### config.mk
export PLATFORM = sky130hd
export DESIGN_NAME = zone_temporal_filter
export DESIGN_NICKNAME = d
export VERILOG_FILES = /design/src/rtl/zone_temporal_filter.sv
export SDC_FILE = /design/constraint.sdc
export NUM_CORES = 2
export LEC_CHECK = 0
export CAP_MARGIN = 20
export CORE_MARGIN = 5
export CORE_UTILIZATION = 30
export DETAILED_ROUTE_END_ITERATION = 10
export PLACE_DENSITY = 0.49
export SLEW_MARGIN = 20
export SYNTH_ARGS = -nofsm -noshare
export SYNTH_HDL_FRONTEND = slang
export SYNTH_SLANG_ARGS = --single-unit
### constraint.sdc
create_clock -name i_pix_clk -period 29.8 [get_ports i_pix_clk]
set_input_delay 5.96 -clock i_pix_clk [delete_from_list [all_inputs] [get_ports i_pix_clk]]
set_output_delay 5.96 -clock i_pix_clk [all_outputs]
set_load 0.02 [all_outputs]
### src/rtl/zone_temporal_filter.sv
// zone_temporal_filter
//   Per-zone temporal IIR smoother with optional ambient-brightness scaling.
//   Sits between the zone averager and the MiniLED driver. It takes the
//   serial zone stream (index/value per zone plus a frame-done pulse),
//   smooths each zone against its previous-frame value, and re-emits the
//   same stream format three cycles later.
//
//   Build option: define ZTF_BRIGHT_SCALE_EN to scale the filtered value by
//   the latched ambient brightness code. When it is undefined, i_bright is
//   ignored and the last stage is a plain register.
//
// Ports
//   i_pix_clk      sole clock
//   rst_n          asynchronous active-low reset
//   i_zone_valid   input sample strobe
//   i_zone_idx     input zone index
//   i_zone_data    input zone gray value
//   i_frame_done   one-cycle end-of-frame pulse
//   i_bright       ambient brightness code, latched on i_frame_done
//   i_alpha_shift  smoothing shift k, latched on i_frame_done
//   o_zone_valid   output sample strobe
//   o_zone_idx     output zone index
//   o_zone_data    filtered (and optionally scaled) value
//   o_frame_done   frame-done pulse aligned with the last sample's output
//   o_frame_err    pulses with o_frame_done when the zone count was wrong
//
// state   | meaning
// S_PRIME | history not trusted; filtered value = new sample
// S_RUN   | history valid; IIR smoothing active

module zone_temporal_filter #(
  parameter int NUM_ZONES  = 360,
  parameter int IDX_W      = 9,
  parameter int MIN_BRIGHT = 16
) (
  input  logic             i_pix_clk,
  input  logic             rst_n,
  input  logic             i_zone_valid,
  input  logic [IDX_W-1:0] i_zone_idx,
  input  logic [7:0]       i_zone_data,
  input  logic             i_frame_done,
  input  logic [7:0]       i_bright,
  input  logic [1:0]       i_alpha_shift,
  output logic             o_zone_valid,
  output logic [IDX_W-1:0] o_zone_idx,
  output logic [7:0]       o_zone_data,
  output logic             o_frame_done,
  output logic             o_frame_err
);

  localparam int CNT_W = IDX_W + 1;

  typedef enum logic {S_PRIME, S_RUN} state_t;

  state_t           state_q, state_d;
  logic [CNT_W-1:0] cnt_q, cnt_inc;
  logic             in_range, frame_ok;
  logic [1:0]       k_q;
  logic [IDX_W-1:0] rd_idx;

  // S1 stage
  logic             s1_valid_q, s1_prime_q, s1_fd_q, s1_err_q;
  logic [IDX_W-1:0] s1_idx_q;
  logic [7:0]       s1_new_q, rd_q, fwd_data_q, prev_s1;
  logic [1:0]       s1_k_q;
  logic             fwd_q;

  // S2 stage
  logic signed [9:0] diff, bias, step, f_sum;
  logic [7:0]        f;
  logic              s2_valid_q, s2_fd_q, s2_err_q;
  logic [IDX_W-1:0]  s2_idx_q;
  logic [7:0]        s2_f_q, out_val;

  logic [7:0] prev_mem [NUM_ZONES];

  assign in_range = i_zone_valid && (32'(i_zone_idx) < NUM_ZONES);
  assign rd_idx   = in_range ? i_zone_idx : '0;

  // Saturating count so a runaway frame can never wrap back to NUM_ZONES.
  always_comb begin
    cnt_inc = cnt_q;
    if (in_range && (cnt_q != '1)) cnt_inc = cnt_q + 1'b1;
  end
  assign frame_ok = (cnt_inc == CNT_W'(NUM_ZONES));

  always_comb begin
    state_d = state_q;
    if (state_q == S_PRIME && i_frame_done && frame_ok) state_d = S_RUN;
  end

  always_ff @(posedge i_pix_clk or negedge rst_n) begin
    if (!rst_n) begin
      state_q <= S_PRIME;
      cnt_q   <= '0;
      k_q     <= 2'd0;
    end else begin
      state_q <= state_d;
      cnt_q   <= i_frame_done ? '0 : cnt_inc;
      if (i_frame_done) k_q <= i_alpha_shift;
    end
  end

  // History RAM: registered read in S1, write of f in S2.
  always_ff @(posedge i_pix_clk) begin
    if (s1_valid_q) prev_mem[s1_idx_q] <= f;
    rd_q <= prev_mem[rd_idx];
  end

  // The RAM read this cycle cannot see the S2 write landing on the same
  // edge, so capture the write value and substitute it.
  always_ff @(posedge i_pix_clk or negedge rst_n) begin
    if (!rst_n) begin
      s1_valid_q <= 1'b0;
      s1_idx_q   <= '0;
      s1_new_q   <= '0;
      s1_prime_q <= 1'b0;
      s1_k_q     <= 2'd0;
      s1_fd_q    <= 1'b0;
      s1_err_q   <= 1'b0;
      fwd_q      <= 1'b0;
      fwd_data_q <= '0;
    end else begin
      s1_valid_q <= in_range;
      s1_idx_q   <= i_zone_idx;
      s1_new_q   <= i_zone_data;
      s1_prime_q <= (state_q == S_PRIME);
      s1_k_q     <= k_q;
      s1_fd_q    <= i_frame_done;
      s1_err_q   <= i_frame_done && !frame_ok;
      fwd_q      <= s1_valid_q && (s1_idx_q == i_zone_idx);
      fwd_data_q <= f;
    end
  end

  assign prev_s1 = fwd_q ? fwd_data_q : rd_q;

  // Bias rises by 2^k-1 so rises round up and falls round down; any
  // nonzero difference therefore moves the value by at least one code.
  always_comb begin
    diff  = $signed({2'b00, s1_new_q}) - $signed({2'b00, prev_s1});
    bias  = '0;
    if (diff > 0) bias = $signed((10'd1 << s1_k_q) - 10'd1);
    step  = (diff + bias) >>> s1_k_q;
    f_sum = $signed({2'b00, prev_s1}) + step;
    f     = s1_prime_q ? s1_new_q : f_sum[7:0];
  end

`ifdef ZTF_BRIGHT_SCALE_EN
  logic [7:0]  bright_q, s1_bright_q, s2_bright_q, b_eff;
  logic [16:0] prod;

  always_ff @(posedge i_pix_clk or negedge rst_n) begin
    if (!rst_n) begin
      bright_q    <= 8'd255;
      s1_bright_q <= 8'd255;
      s2_bright_q <= 8'd255;
    end else begin
      if (i_frame_done) bright_q <= i_bright;
      s1_bright_q <= bright_q;
      s2_bright_q <= s1_bright_q;
    end
  end

  always_comb begin
    b_eff   = (32'(s2_bright_q) < MIN_BRIGHT) ? 8'(MIN_BRIGHT) : s2_bright_q;
    prod    = 17'(s2_f_q) * (17'(b_eff) + 17'd1);
    out_val = prod[15:8];
  end
`else
  logic bright_unused;
  assign bright_unused = ^i_bright;
  assign out_val = s2_f_q;
`endif

  always_ff @(posedge i_pix_clk or negedge rst_n) begin
    if (!rst_n) begin
      s2_valid_q   <= 1'b0;
      s2_idx_q     <= '0;
      s2_f_q       <= '0;
      s2_fd_q      <= 1'b0;
      s2_err_q     <= 1'b0;
      o_zone_valid <= 1'b0;
      o_zone_idx   <= '0;
      o_zone_data  <= '0;
      o_frame_done <= 1'b0;
      o_frame_err  <= 1'b0;
    end else begin
      s2_valid_q   <= s1_valid_q;
      s2_idx_q     <= s1_idx_q;
      s2_f_q       <= f;
      s2_fd_q      <= s1_fd_q;
      s2_err_q     <= s1_err_q;
      o_zone_valid <= s2_valid_q;
      o_zone_idx   <= s2_idx_q;
      o_zone_data  <= out_val;
      o_frame_done <= s2_fd_q;
      o_frame_err  <= s2_err_q;
    end
  end

endmodule
Word-level counts from Yosys, hierarchy flattened
Memory sizes are Yosys's and may differ from the RTL's. A register that Yosys moved wholly into a read port is not among the register bits.
Index checks and enable logic that the tools add are counted.
Word-level totals
  word-level logic and storage cells: 50
  output and inout bits: 20
  memory bits (writable): 2880
  memories: 1
  flip-flop bits (word level): 77
  bits of input ports: 31
Cells by class
  $add $sub $neg: 5
  bitwise logic cells: 1
  eq/ne operators: 3
  reductions and logical operators: 7
  $lt $le $gt $ge: 2
  shift-type cells: 2
  multiplexer cells: 8
Memories
  prev_mem: depth 360, bits a word 8, read ports 1, clocked after memory_dff 1, wr ports 1, RTL line 75  | logic [7:0] prev_mem [NUM_ZONES];
Operators with widths (count)
  10-bit 2-to-1 mux: 3
  8-bit 2-to-1 mux: 2
  10-bit by 1-bit adder with 10-bit output (second input constant): 1
  9-bit by 10-bit adder with 10-bit output: 1
  10-bit by 9-bit equality test with 1-bit output (second input constant): 1
  10-bit != test (second input constant): 1
  1-bit by 2-bit left shift with 10-bit output (first input constant): 1
  10-bit by 2-bit >>> shifter with 8-bit output: 1
  10-bit by 1-bit subtractor with 10-bit output (second input constant): 1
  9-bit equality test: 1
  9-bit by 1-bit > comparator with 1-bit output (second input constant): 1
  9-bit < comparator (second input constant): 1
  9-bit 2-to-1 mux: 1
  8-bit by 8-bit subtractor with 9-bit output: 1
  8-bit adder: 1
  1-bit logical AND: 6
  1-bit 2-to-1 mux: 2
  1-bit zero test: 1
  1-bit NOT: 1

Depth between registers and ports, before layout
  word-level depth: 8
  gate-level depth with buffers: 32
  gate-level depth less buffers: 31

Worst setup path after synthesis
Ideal clock, no wire load.
  path type: register to register
  start point: register fwd_q
  end point: memory prev_mem[0][6] (data pin)
  library setup time: 2.999 ns
  path buffers: 1
  data arrival time: 19.467 ns
  clock period less this slack: 22.466 ns
  stages on the path, launching flop included: 33
  required time: 26.801 ns
  path slack: 7.334 ns
  path through: dfrtp_1 -> clkbuf_1 -> mux2_2 -> ha_1 -> inv_1 -> fa_1 -> a21o_1 -> a21oi_1 -> o21ai_0 -> a21o_1 -> xor2_1 -> or4_1 -> a21oi_1 -> nor3b_1 -> ha_1 -> inv_1 -> fa_1 -> nor2b_1 -> o21ai_0 -> a21boi_0 -> o21ai_0 -> nor2b_1 -> xnor2_1 -> mux2i_1 -> mux2i_1 -> ha_1 -> inv_1 -> nor2_1 -> nor2_1 -> o21bai_1 -> a21oi_1 -> xor2_1 -> o21ai_0
Between the ends
  longest elaborated chain between the ends: 8
RTL lines
  start: declaration: RTL line 66  | logic fwd_q;
  start signal: assignment: RTL line 131  | fwd_q <= s1_valid_q && (s1_idx_q == i_zone_idx);
  8-bit 2-to-1 mux (*): RTL line 136  | assign prev_s1 = fwd_q ? fwd_data_q : rd_q;
  8-bit by 8-bit subtractor with 9-bit output: RTL line 141  | diff = $signed({2'b00, s1_new_q}) - $signed({2'b00, prev_s1});
  9-bit by 1-bit > comparator with 1-bit output: RTL line 143  | if (diff > 0) bias = $signed((10'd1 << s1_k_q) - 10'd1);
  10-bit 2-to-1 mux: RTL line 143
  9-bit by 10-bit adder with 10-bit output: RTL line 144  | step = (diff + bias) >>> s1_k_q;
  10-bit by 2-bit >>> shifter with 8-bit output: RTL line 144
  8-bit adder (*): RTL line 145  | f_sum = $signed({2'b00, prev_s1}) + step;
  8-bit 2-to-1 mux (*): RTL line 146  | f = s1_prime_q ? s1_new_q : f_sum[7:0];
  named net f[6]: RTL line 70  | logic [7:0] f;
  end: declaration: RTL line 75
Mark *: on every way through the listed nets, which the timed path passes. The rest lies on a longest branch.

Worst setup path after layout
  start point: input port i_zone_idx[4]
  end point: register rd_q[5], read port of prev_mem
Between the ends
  longest elaborated chain between the ends: 3
RTL lines
  start: declaration: RTL line 39  | input logic [IDX_W-1:0] i_zone_idx,
  9-bit < comparator: RTL line 77  | assign in_range = i_zone_valid && (32'(i_zone_idx) < NUM_ZONES);
  1-bit logical AND: RTL line 77
  9-bit 2-to-1 mux (*): RTL line 78  | assign rd_idx = in_range ? i_zone_idx : '0;
  end: declaration: RTL line 64  | logic [7:0] s1_new_q, rd_q, fwd_data_q, prev_s1;
Every way passes the cells marked *; elsewhere a longest branch is shown, timed or not.
A chain may end at the register's enable or synchronous reset.

==> results.md <==
- Worst path slowest cell: a2111oi_0
- Relative slew margins: 0.194
- Root Buffer: clkbuf_16
- Post-synthesis register bit count: 2965
- Post-synthesis sequential area ratio: 0.756
- Total negative slack: 0 ps
- Post-synth EDFFs: 2880
- Post-layout power: 9.14 mW
- Yosys Warn Count: 0
- Synth async-reset ratio: 0.0260
- Final clock skew: 27.7 ps
- Largest area contributor in the netlist: edfxtp_1
- DIE WIDTH: 635 um
- Grt total ovfl: 0
- Crit path capture type: register
- Worst slew pin tran: 1210 ps
- Synth Area in XOR/XNOR: 0.00247
- DP HPWL: 223000 um
- Port bufs: 42
- Peak VDD IR: 49.7 uV
- H-Tree Depth: 5
- Share of cells above drive strength 1: 0.0902
- Rows: 229
- Synth Area in Simple Gates: 0.0928
- Largest family of logic cells by synthesized area: compound AO/OA/AOI/OAI gates
- Largest net degree at the start of global routing: 198
- Bufs on Longest Clock Path: 4
- Post-CTS sizing: 0
- Reg clk slew, reported paths: 60 ps
- Area delta synth->final: 13.8%
- Critical path's most frequent cell: buf_4
- Initial core utilization: 0.301
- Core area: 389000 um2
- WL/cell: 28.6 um
- Max stage delay on crit path: 790 ps
- TritonCTS Buffers: 321
- Cell variety after synth: 96
- Count leader, synth: edfxtp_1
- Final Setup Violations: 0
- Initial DRC count: 8243
- Post-synth top flop: edfxtp_1
- Ranking of synthesized cells by area: edfxtp_1 (74%), nand2_1 (4.3%), o221ai_1 (3.2%)
- Crit path max-delay family: buffers and inverters
- All-Layer GR Usage: 0.183
- Ports: 51
- Hold_buf cts: 0
- WP buf/inv: 8
- Cell Area, Synth: 117000 um2
- Die H: 635 um
- DRC viols: 0
- Max Cap Violations: 0
- Fin crit period: 12130 ps
- Worst Path Required: 30660 ps
- Commonest cells in the netlist: edfxtp_1 (2880), nand2_1 (1334), nor2_1 (483)
- Vias: 73300
- Worst hold path type: register to register
- Compound-Gate Fraction of Synth Area: 0.0997
- Post-Synth Adder-Cell Area: 0.00361
- Yosys top cell area share: 0.738
- Pre-antenna DRT Iters: 6
- Fillers: 37500
- Startpoint Class: primary input
- Pwr dens: 68.6 nW/um2
- Status: completed
- Vias in the first global route: 71100
- F_max: 0.0825 GHz
- Final RePlAce weighted congestion: 0.817
- Mux cell area share after synthesis: 0.0196
- Routed vias/inst: 5.43
- Final WL: 386000 um
- Antenna Nets Post-Route: 0
- Nets: 8087
- Setup Crit Path Kind: primary input to register
- Avg Inst Size Synth: 14.6 um2
- Crit-path max FO: 109
- Sink Count: 2965
- TritonCTS clock tree: done
- Worst path cell trace: clkdlybuf4s50_1 -> buf_4 -> o211ai_4 -> buf_4 -> a21o_4 -> buf_12 -> buf_12 -> buf_12 -> buf_4 -> o221ai_1 -> a21oi_1 -> a31oi_1 -> a21oi_1 -> a211oi_1 -> a2111oi_0 -> buf_4 -> a221o_1
- Post-CTS Setup Bufs: 0
- Final core occ: 0.343
- Final Hold Fails: 0
- Synth Instances: 8044
- RSZ-0062 raised after global routing: false
- Arrival @ worst endpoint: 12990 ps
- Initial antenna violation count: 18
- Final Max Slew Viols: 0
- Die area: 403000 um2
- First-pass GRT wire length: 544000 um
- Fin crit share: 0.407
- Leakage: 41.7 nW
- Worst-skew pair later-pin latency: 910 ps
metal layers:
layer,up-vias,global-route usage,part of all wire
met5,-,0,0.000070
met4,4,0.0607,0.034
met3,623,0.0259,0.071
met2,3204,0.294,0.47
met1,38100,0.257,0.43
li1,31400,-,-
through the flow:
step           cells  instance area [um2]  hold slack (ps)  worst slack, ps
2_1_floorplan   8046               117000              331             7330
3_3_place_gp   12900               123000              333            16600
3_5_place_dp   12900               123000              335            16760
4_1_cts        13500               133000              338            17720
5_1_grt        13500               133000              354            17410
6_report       13500               133000              343            17670
area by class of cell:
cell class                 count  area [um2]  share of cell area
sequential                  2965       88600               0.664
multi-input combinational   4456       26000               0.195
clock buffer                 393        8400              0.0630
antenna                        9        22.5            0.000169
clock inverter               187        1550              0.0116
timing repair buffer         242        2160              0.0162
tap                         5197        6500              0.0488
inverter                      38         144             0.00108
final timing paths:
path / from / endpoint / slack [ps] / cells past startpoint
setup / recovery: i_zone_idx[4] / rd_q[5] / 17670 / 17
hold / removal: s1_err_q / s2_err_q / 340 / 0
min in group asynchronous: rst_n / out_val[2] / 4940 / 1
setup reg to reg: fwd_q / prev_mem[98][7] / 20010 / 31
max in group asynchronous: rst_n / s2_idx_q[3] / 23590 / 2
hold reg to reg: s1_err_q / s2_err_q / 340 / 0
flip-flops by register name (all words and copies together) (netlist names), 2 cells and up:
name / cells
cnt_q: 10
k_q: 2
o_zone_data: 8
o_zone_idx: 9
out_val: 8
prev_mem: 2880
rd_q: 8
s1_idx_q: 9
s1_k_q: 2
s1_new_q: 8
s2_idx_q: 9
power breakdown:
group          switching, mW  total, mW  internal [mW]
sequential            0.0135       4.60           4.58
combinational          0.532      0.724          0.192
clock                   1.67       3.82           2.15
placed cells by master, fill, tap and decap left out, drive strengths merged, types with 12 or more instances in the layout:
| master | n |
|---|---|
| o211ai | 22 |
| edfxtp | 2880 |
| clkdlybuf4s50 | 36 |
| a32oi | 50 |
| or3 | 17 |
| a31oi | 242 |
| nand4 | 39 |
| a21oi | 288 |
| nand2 | 1336 |
| buf | 205 |
| o22ai | 112 |
| dfrtp | 77 |
| bufinv | 15 |
| nand3 | 434 |
| a221oi | 30 |
| and3 | 51 |
| nor3 | 63 |
| xor2 | 12 |
| mux2 | 12 |
| o221ai | 424 |
| a2111oi | 16 |
| mux2i | 205 |
| o32ai | 33 |
| or4 | 13 |
| a211oi | 85 |
| a22oi | 35 |
| inv | 61 |
| a21o | 28 |
| nor4 | 37 |
| nor2 | 488 |
| o21ai | 131 |
| xnor2 | 21 |
| ha | 29 |
| clkbuf | 393 |
| and3b | 12 |
| clkinv | 143 |
cells by family (layout without fill, tap and decap cells):
logic type,after synthesis,in the layout
flip-flops,2965,2965
AO/OA/AOI/OAI,1625,1625
multiplexers,222,222
buffers and inverters,625,860
XOR/XNOR,33,33
other,1,12
AND/OR/NAND/NOR,2541,2541
adder cells (fa/ha/maj),32,32
Note: power is estimated with default switching activity, not from simulation.
